## config.mk

```make
export PLATFORM = sky130hd
export DESIGN_NAME = periodic_timestamp_source
export DESIGN_NICKNAME = d
export VERILOG_FILES = /design/src/rtl/periodic_timestamp_source.sv
export SDC_FILE = /design/constraint.sdc
export NUM_CORES = 1
export LEC_CHECK = 0
export ABC_AREA = 1
export BUFFER_PORTS_ARGS = -buffer_cell sky130_fd_sc_hd__buf_2
export CORE_ASPECT_RATIO = 1.25
export CORE_MARGIN = 3
export CORE_UTILIZATION = 46
export CTS_CLUSTER_SIZE = 40
export DETAILED_ROUTE_END_ITERATION = 6
export PLACE_DENSITY_LB_ADDON = 0.15
export SYNTH_ARGS = -nofsm -noshare
export SYNTH_HDL_FRONTEND = slang
export SYNTH_SLANG_ARGS = --single-unit
```

## constraint.sdc

```tcl
create_clock -name clk -period 6.5 [get_ports clk]
set_clock_uncertainty 0.2 [all_clocks]
set_input_delay 1.625 -clock clk [delete_from_list [all_inputs] [get_ports clk]]
set_output_delay 1.625 -clock clk [all_outputs]
set_load 0.02 [all_outputs]
```

## src/rtl/periodic_timestamp_source.sv

```systemverilog
// Periodic timestamp event source: samples a free-running time counter
// every PERIOD enabled cycles into a small FIFO with a valid/ready output.
module periodic_timestamp_source #(
  parameter int TIME_W     = 32,
  parameter int PERIOD     = 1,
  parameter int MAX_EVENTS = 10,
  parameter int FIFO_DEPTH = 4,
  parameter int DROP_W     = 8
) (
  input  logic              clk,
  input  logic              rst_n,
  input  logic              enable,
  output logic              out_valid,
  input  logic              out_ready,
  output logic [TIME_W-1:0] out_time,
  output logic              done,
  output logic [DROP_W-1:0] drop_count,
  output logic              busy
);

  localparam int AW   = $clog2(FIFO_DEPTH);
  localparam int PW   = AW + 1;
  localparam int EV_W = $clog2(MAX_EVENTS + 1);

  typedef enum logic [1:0] {
    S_RUN,
    S_DRAIN,
    S_DONE
  } gen_state_e;

  gen_state_e        state_q, state_d;
  logic [TIME_W-1:0] time_cnt_q, time_cnt_d;
  logic [15:0]       phase_q, phase_d;
  logic [EV_W-1:0]   ev_cnt_q, ev_cnt_d;
  logic [DROP_W-1:0] drop_q, drop_d;
  logic [PW-1:0]     wr_ptr_q, wr_ptr_d;
  logic [PW-1:0]     rd_ptr_q, rd_ptr_d;
  logic [TIME_W-1:0] mem_q [FIFO_DEPTH];
  logic [TIME_W-1:0] mem_d [FIFO_DEPTH];

  logic fifo_empty;
  logic fifo_full;
  logic fifo_empty_d;
  logic at_end;
  logic fire;
  logic last;
  logic pop;
  logic push;
  logic drop;

  assign busy       = (state_q == S_RUN);
  assign done       = (state_q == S_DONE);
  assign fifo_empty = (wr_ptr_q == rd_ptr_q);
  assign fifo_full  = (wr_ptr_q[AW] != rd_ptr_q[AW]) &&
                      (wr_ptr_q[AW-1:0] == rd_ptr_q[AW-1:0]);

  assign at_end = (phase_q == 16'(PERIOD - 1));
  assign fire   = enable && busy && at_end;
  assign last   = fire && (ev_cnt_q == EV_W'(MAX_EVENTS - 1));

  assign out_valid = !fifo_empty && !done;
  assign pop       = out_valid && out_ready;
  // A full FIFO still takes the event when the head leaves this cycle
  assign push      = fire && (!fifo_full || pop);
  assign drop      = fire && !push;

  assign out_time   = mem_q[rd_ptr_q[AW-1:0]];
  assign drop_count = drop_q;

  always_comb begin
    time_cnt_d   = time_cnt_q;
    phase_d      = phase_q;
    ev_cnt_d     = ev_cnt_q;
    drop_d       = drop_q;
    wr_ptr_d     = wr_ptr_q;
    rd_ptr_d     = rd_ptr_q;
    mem_d        = mem_q;
    state_d      = state_q;
    fifo_empty_d = 1'b0;

    if (!done) time_cnt_d = time_cnt_q + TIME_W'(1);

    if (enable && busy) phase_d = at_end ? 16'd0 : phase_q + 16'd1;

    if (fire) ev_cnt_d = ev_cnt_q + EV_W'(1);

    if (push) begin
      mem_d[wr_ptr_q[AW-1:0]] = time_cnt_q;
      wr_ptr_d = wr_ptr_q + PW'(1);
    end

    if (pop) rd_ptr_d = rd_ptr_q + PW'(1);

    if (drop && (drop_q != {DROP_W{1'b1}})) drop_d = drop_q + DROP_W'(1);

    fifo_empty_d = (wr_ptr_d == rd_ptr_d);

    case (state_q)
      S_RUN: begin
        if (last) state_d = fifo_empty_d ? S_DONE : S_DRAIN;
      end
      S_DRAIN: begin
        if (fifo_empty_d) state_d = S_DONE;
      end
      S_DONE: state_d = S_DONE;
      default: state_d = S_RUN;
    endcase
  end

  always_ff @(posedge clk or negedge rst_n) begin
    if (!rst_n) begin
      state_q    <= S_RUN;
      time_cnt_q <= '0;
      phase_q    <= '0;
      ev_cnt_q   <= '0;
      drop_q     <= '0;
      wr_ptr_q   <= '0;
      rd_ptr_q   <= '0;
      for (int i = 0; i < FIFO_DEPTH; i++) mem_q[i] <= '0;
    end else begin
      state_q    <= state_d;
      time_cnt_q <= time_cnt_d;
      phase_q    <= phase_d;
      ev_cnt_q   <= ev_cnt_d;
      drop_q     <= drop_d;
      wr_ptr_q   <= wr_ptr_d;
      rd_ptr_q   <= rd_ptr_d;
      mem_q      <= mem_d;
    end
  end

endmodule
```

# == Yosys cells after proc, flatten, opt, wreduce, memory -nomap -nowiden ==
# Index checks and enable logic that the tools add are counted.
# W data, S select, Z words.
# word_totals
ff_bits,196
out_inout_bits,43
input_bits,4
elab_cells,63
# op_classes
mux,13
add_sub_neg,6
eq_ne,10
n_reduce_logical,18
order_cmp,3
n_bitwise,2
# ops
op,count
$bwmux W128,1
$mux W32,3
$bmux W32 S2,1
$demux W32 S2,1
$add A32 B1 Y32 const B,1
$add A16 B1 Y16 const B,1
$logic_not A16 Y1,1
$mux W16,1
$logic_and A1 B1 Y1,10
$add A8 B1 Y8 const B,1
$ne A8 B8 Y1 const B,1
$add A3 B1 Y3 const B,2
$eq A3 B3 Y1,2
$ge A3 B3 Y1 const B,2
$mux W2,3
$mux W3,2
$not A2 Y3,2
$pmux W2 S3,1
$add A4 B1 Y4 const B,1
$eq A4 B4 Y1 const B,1
$logic_not A1 Y1,4
$lt A3 B1 Y1 const B,1
$eq A2 B1 Y1 const B,1
$eq A2 B2 Y1,1
other kinds (7),7

# == Logic depth before layout (Yosys ltp) ==
# logic_depth
ltp_word,11
mapped_depth,18
depth_no_buf,17

# == Worst setup path before layout ==
# Ideal clock, no wire load.
# synth_path
path_kind,reg-to-output
start,register rd_ptr_q[0]
end,output port out_time[10]
t_required_ns,4.675
t_arrival_ns,1.488
stages_incl_launch_ff,6
slack_ns,3.187
path_buffers,2
cell_sequence,dfrtp_1 > inv_2 > clkbuf_1 > clkbuf_1 > nor2_1 > o22ai_1
# synth_via
elab_chain_len,4
# synth_lines
element,line_no,rtl
start: declaration,37,"logic [PW-1:0] rd_ptr_q, rd_ptr_d;"
start signal: assignment,127,rd_ptr_q <= rd_ptr_d;
$not A2 Y3 (implied by the code),67,assign out_time = mem_q[rd_ptr_q[AW-1:0]];
$bmux W32 S2,67,
$mux W32 (implied by the code) (2 in series),67,
end: declaration,15,"output logic [TIME_W-1:0] out_time,"
# Every way passes these cells. The select of a mux whose other input is x is not followed.

# == Worst setup path in the final report ==
# layout_path
start,register rd_ptr_q[0]
end,output port out_time[22]
# Same word-level chain as after synthesis.

==> results.txt <==
----------------------------------------------------
[Run status]
  Run status ... completed

[Clocking]
  Number of sinks on the clock net ... 196
  Number of buffers added by the clock tree synthesis step ... 17
  Resized Gates After CTS ... 0
  Buffer cell driving the clock tree root ... clkbuf_16
  H-tree levels ... 4
  Clock-pin slew reported for the worst setup and hold paths after clock tree synthesis ... 0.07 ns
  Max Root-Sink Buffers ... 2
  Setup repair bufs after CTS ... 0
  Count of hold buffers inserted by post-cts repair ... 0
  CTS tree ... yes
  Latest clock arrival within the worst-skew pair ... 0.44 ns

[STA]
  Final period utilization ... 0.6240
  Unrepaired setup endpoints after global routing ... false
  Hold Vio Cnt, Final ... 0
  Maximum clock frequency ... 246.5 MHz
  Final period demand of the worst path ... 4.056 ns
  # setup viols final ... 0
  Worst-Margin Slew ... 1.170 ns
  Final setup TNS ... 0 ns
  Number of slew-limit violations in the final report ... 0
  Max_slew headroom ... 0.2171
  Worst hold slack after final layout ... 0.2688 ns

[Yosys]
  Synthesis Warnings ... 0
  Top-count cell post-synth ... nand2_1
  Prevailing post-synth register cell ... dfrtp_1
  Cells after Synth ... 1042
  Distinct cell type count after synthesis ... 36
  Netlist Area Pre-Place ... 9195 µm²
  Post-synthesis register bit count ... 196
  Fraction of the yosys area taken by sequential cells ... 0.5334
  Top post-synthesis cells by area ... dfrtp_1, nand2_1, o21ai_1
  Share of flip-flops with an asynchronous set or reset ... 1.000
  Mean instance size in the synthesized netlist ... 8.824 µm²
  Count of flip-flops with a built-in enable after synthesis ... 0
  Leading post-synthesis cells by instance count ... nand2_1, dfrtp_1, o21ai_1
  Area share of the largest cell type after synthesis ... 0.5334
  Cell taking the most area after synthesis ... dfrtp_1
  Post-synthesis net count ... 1061

[Critical path]
  Standard cell with the maximum stage delay on the critical path ... buf_4
  Crit Path Category ... reg2out
  Critical path's largest stage delay ... 0.48 ns
  Startpoint Class ... register
  Arrival time at the worst endpoint ... 2.23 ns
  CP Max Fanout ... 44
  Required time at the endpoint of the critical path ... 4.68 ns
  Reg-to-reg startpoint ... rd_ptr_q[0]
  CP endpoint kind ... output pin
  FF-to-FF End ... mem_q[30]
  Worst-case reg-to-reg path depth ... 9
  FF-to-FF setup slack ... 3.49 ns
  List of cells traversed by the critical path ... inv_2 -> buf_4 -> o21ai_0 -> o22ai_1 -> buf_2

[Cells and area]
  Fin nets ... 1087
  Number of diodes added for antenna fixing ... 0
  Signed area change from the synthesized netlist to the final layout ... 10.80%
  Post-layout instance area ... 10190 µm²
  Layout cells sized above 1 ... 0.1341

[Pwr]
  Leakage power summed over all cells ... 4.875 nW
  Largest voltage drop on the vdd net ... 0.1858 mV
  Total Power ... 2.288 mW
  Areal power density over the cells ... 224.6 nW/µm²

[Global route]
  Maximum number of pins on one net before global-route repair ... 99
  Antenna violations before repair ... 0
  Number of global-route vias before repair ... 6822
  Overall overflow remaining after global route ... 0
  First-pass GRT wire length ... 33230 µm
  Total Routing Usage GR ... 0.1884

[Route]
  Post-DRT Antenna Nets ... 0
  Router iterations before antenna repair ... 7
  Total wire length ... 19510 µm
  Drt initial violations ... 418
  DR DRC count ... 0
  Average wire per cell in the routed design ... 14.49 µm
  Average vias per placed instance ... 5.073
  Detailed-route via count ... 6828

[Floorplanning]
  Floorplan Core Area ... 19540 µm²
  Vertical extent of the die ... 164.1 µm
  Ports ... 47
  Area enclosed by the die boundary ... 21730 µm²
  Initial Util ... 0.4705
  Width of the chip ... 132.5 µm
  FP Rows ... 57

[Hold path]
  Worst hold-check path type ... reg2reg
  Hold-critical path endpoint ... time_cnt_q[21]
  Worst hold path startpoint ... time_cnt_q[21]
  Depth of the worst hold-timing path ... 1

[Placement]
  Routability Congestion ... 0.7826
  Hpwl dp ... 12130 µm
  Number of I/O port buffers ... 46
  Instance area at placement ... 9609 µm²

[Job]
  Count of max-cap constraint violations ... 0

----------------------------------------------------
stage by stage:
step             util  worst slack, ns  std cells
2_1_floorplan       -            3.187       1042
3_3_place_gp   0.4917            2.778       1314
3_5_place_dp   0.4917            2.659       1314
4_1_cts        0.5214            2.436       1346
5_1_grt        0.5214            2.287       1346
6_report       0.5214            2.444       1346
sequential cells by signal, summed over array words and instances (netlist names):
| register | flops |
|---|---|
| drop_count | 8 |
| mem_q | 128 |
| phase_q | 16 |
| state_q | 2 |
| ev_cnt_q | 4 |
| time_cnt_q | 32 |
| wr_ptr_q | 3 |
| rd_ptr_q | 3 |
worst max-delay path: cells and delay by family, from the launching register on:
family                 cells  cell delay (ns)
buffers and inverters      3             1.00
DFF                        1             0.40
AOI/OAI and AO/OA          2             0.36
worst max path at each step:
stage	start	end	slack, ns	cells past startpoint
2_1_floorplan	rd_ptr_q[0]	out_time[10]	3.19	5
3_3_place_gp	enable	mem_q[29]	2.78	7
3_5_place_dp	enable	mem_q[30]	2.66	7
4_1_cts	rd_ptr_q[0]	out_time[22]	2.44	5
5_1_grt	rd_ptr_q[0]	out_time[22]	2.29	5
6_report	rd_ptr_q[0]	out_time[22]	2.44	5
layout by cell type (no fill, tap or decap), types with 8 or more instances in the layout:
cell type  synthesis  routed
nor3_1             9       9
nand3_1           30      30
o21ai_1          124     124
inv_2             11      11
ha_1              15      15
nor2_2             9       9
xor2_1            41      41
dfrtp_1          196     195
nand2_1          209     209
o21ai_0           75      75
nand3_2            8       8
nand2_2           12      12
buf_4              1       8
clkbuf_16          0      17
o22ai_1           32      32
inv_1             80      80
nand4_1           11      11
nor2_1            97      97
buf_2             24      45
xnor2_1            8       8
cells by family (layout without fill, tap and decap cells):
family,after synthesis,in the layout,synth area share
AO/OA/AOI/OAI,239,239,0.1373
XOR/XNOR,49,49,0.04667
adder cells (fa/ha/maj),15,15,0.02041
buffers and inverters,138,177,0.06082
flip-flops,196,196,0.5334
multiplexers,1,1,0.001225
AND/OR/NAND/NOR,404,404,0.2002
where the power goes:
part / internal, mW / switching (mW) / leakage (nW)
Combinational: 0.00193 / 0.0241 / 1.92
Clock: 0.571 / 0.472 / 0.283
Sequential: 1.22 / 0 / 2.67
per-layer routing:
layer  wire (µm)  vias up  global-route usage
met3         494       18             0.03156
met2        9678       74              0.3349
met4         215        0             0.05766
li1            -     3461                   -
met1        9117     3275              0.2367
met5           0        -                   0
layout make-up:
class | instances | area [µm²]
multi-input cells | 708 | 3731
clock inverters | 14 | 150.1
inverters | 91 | 341.6
clock buffers | 18 | 429.2
fillers | 1932 | 9353
well taps | 265 | 331.6
repair buffers | 54 | 299.0
flip-flops and latches | 196 | 4906
(Power assumes the default switching activity.)
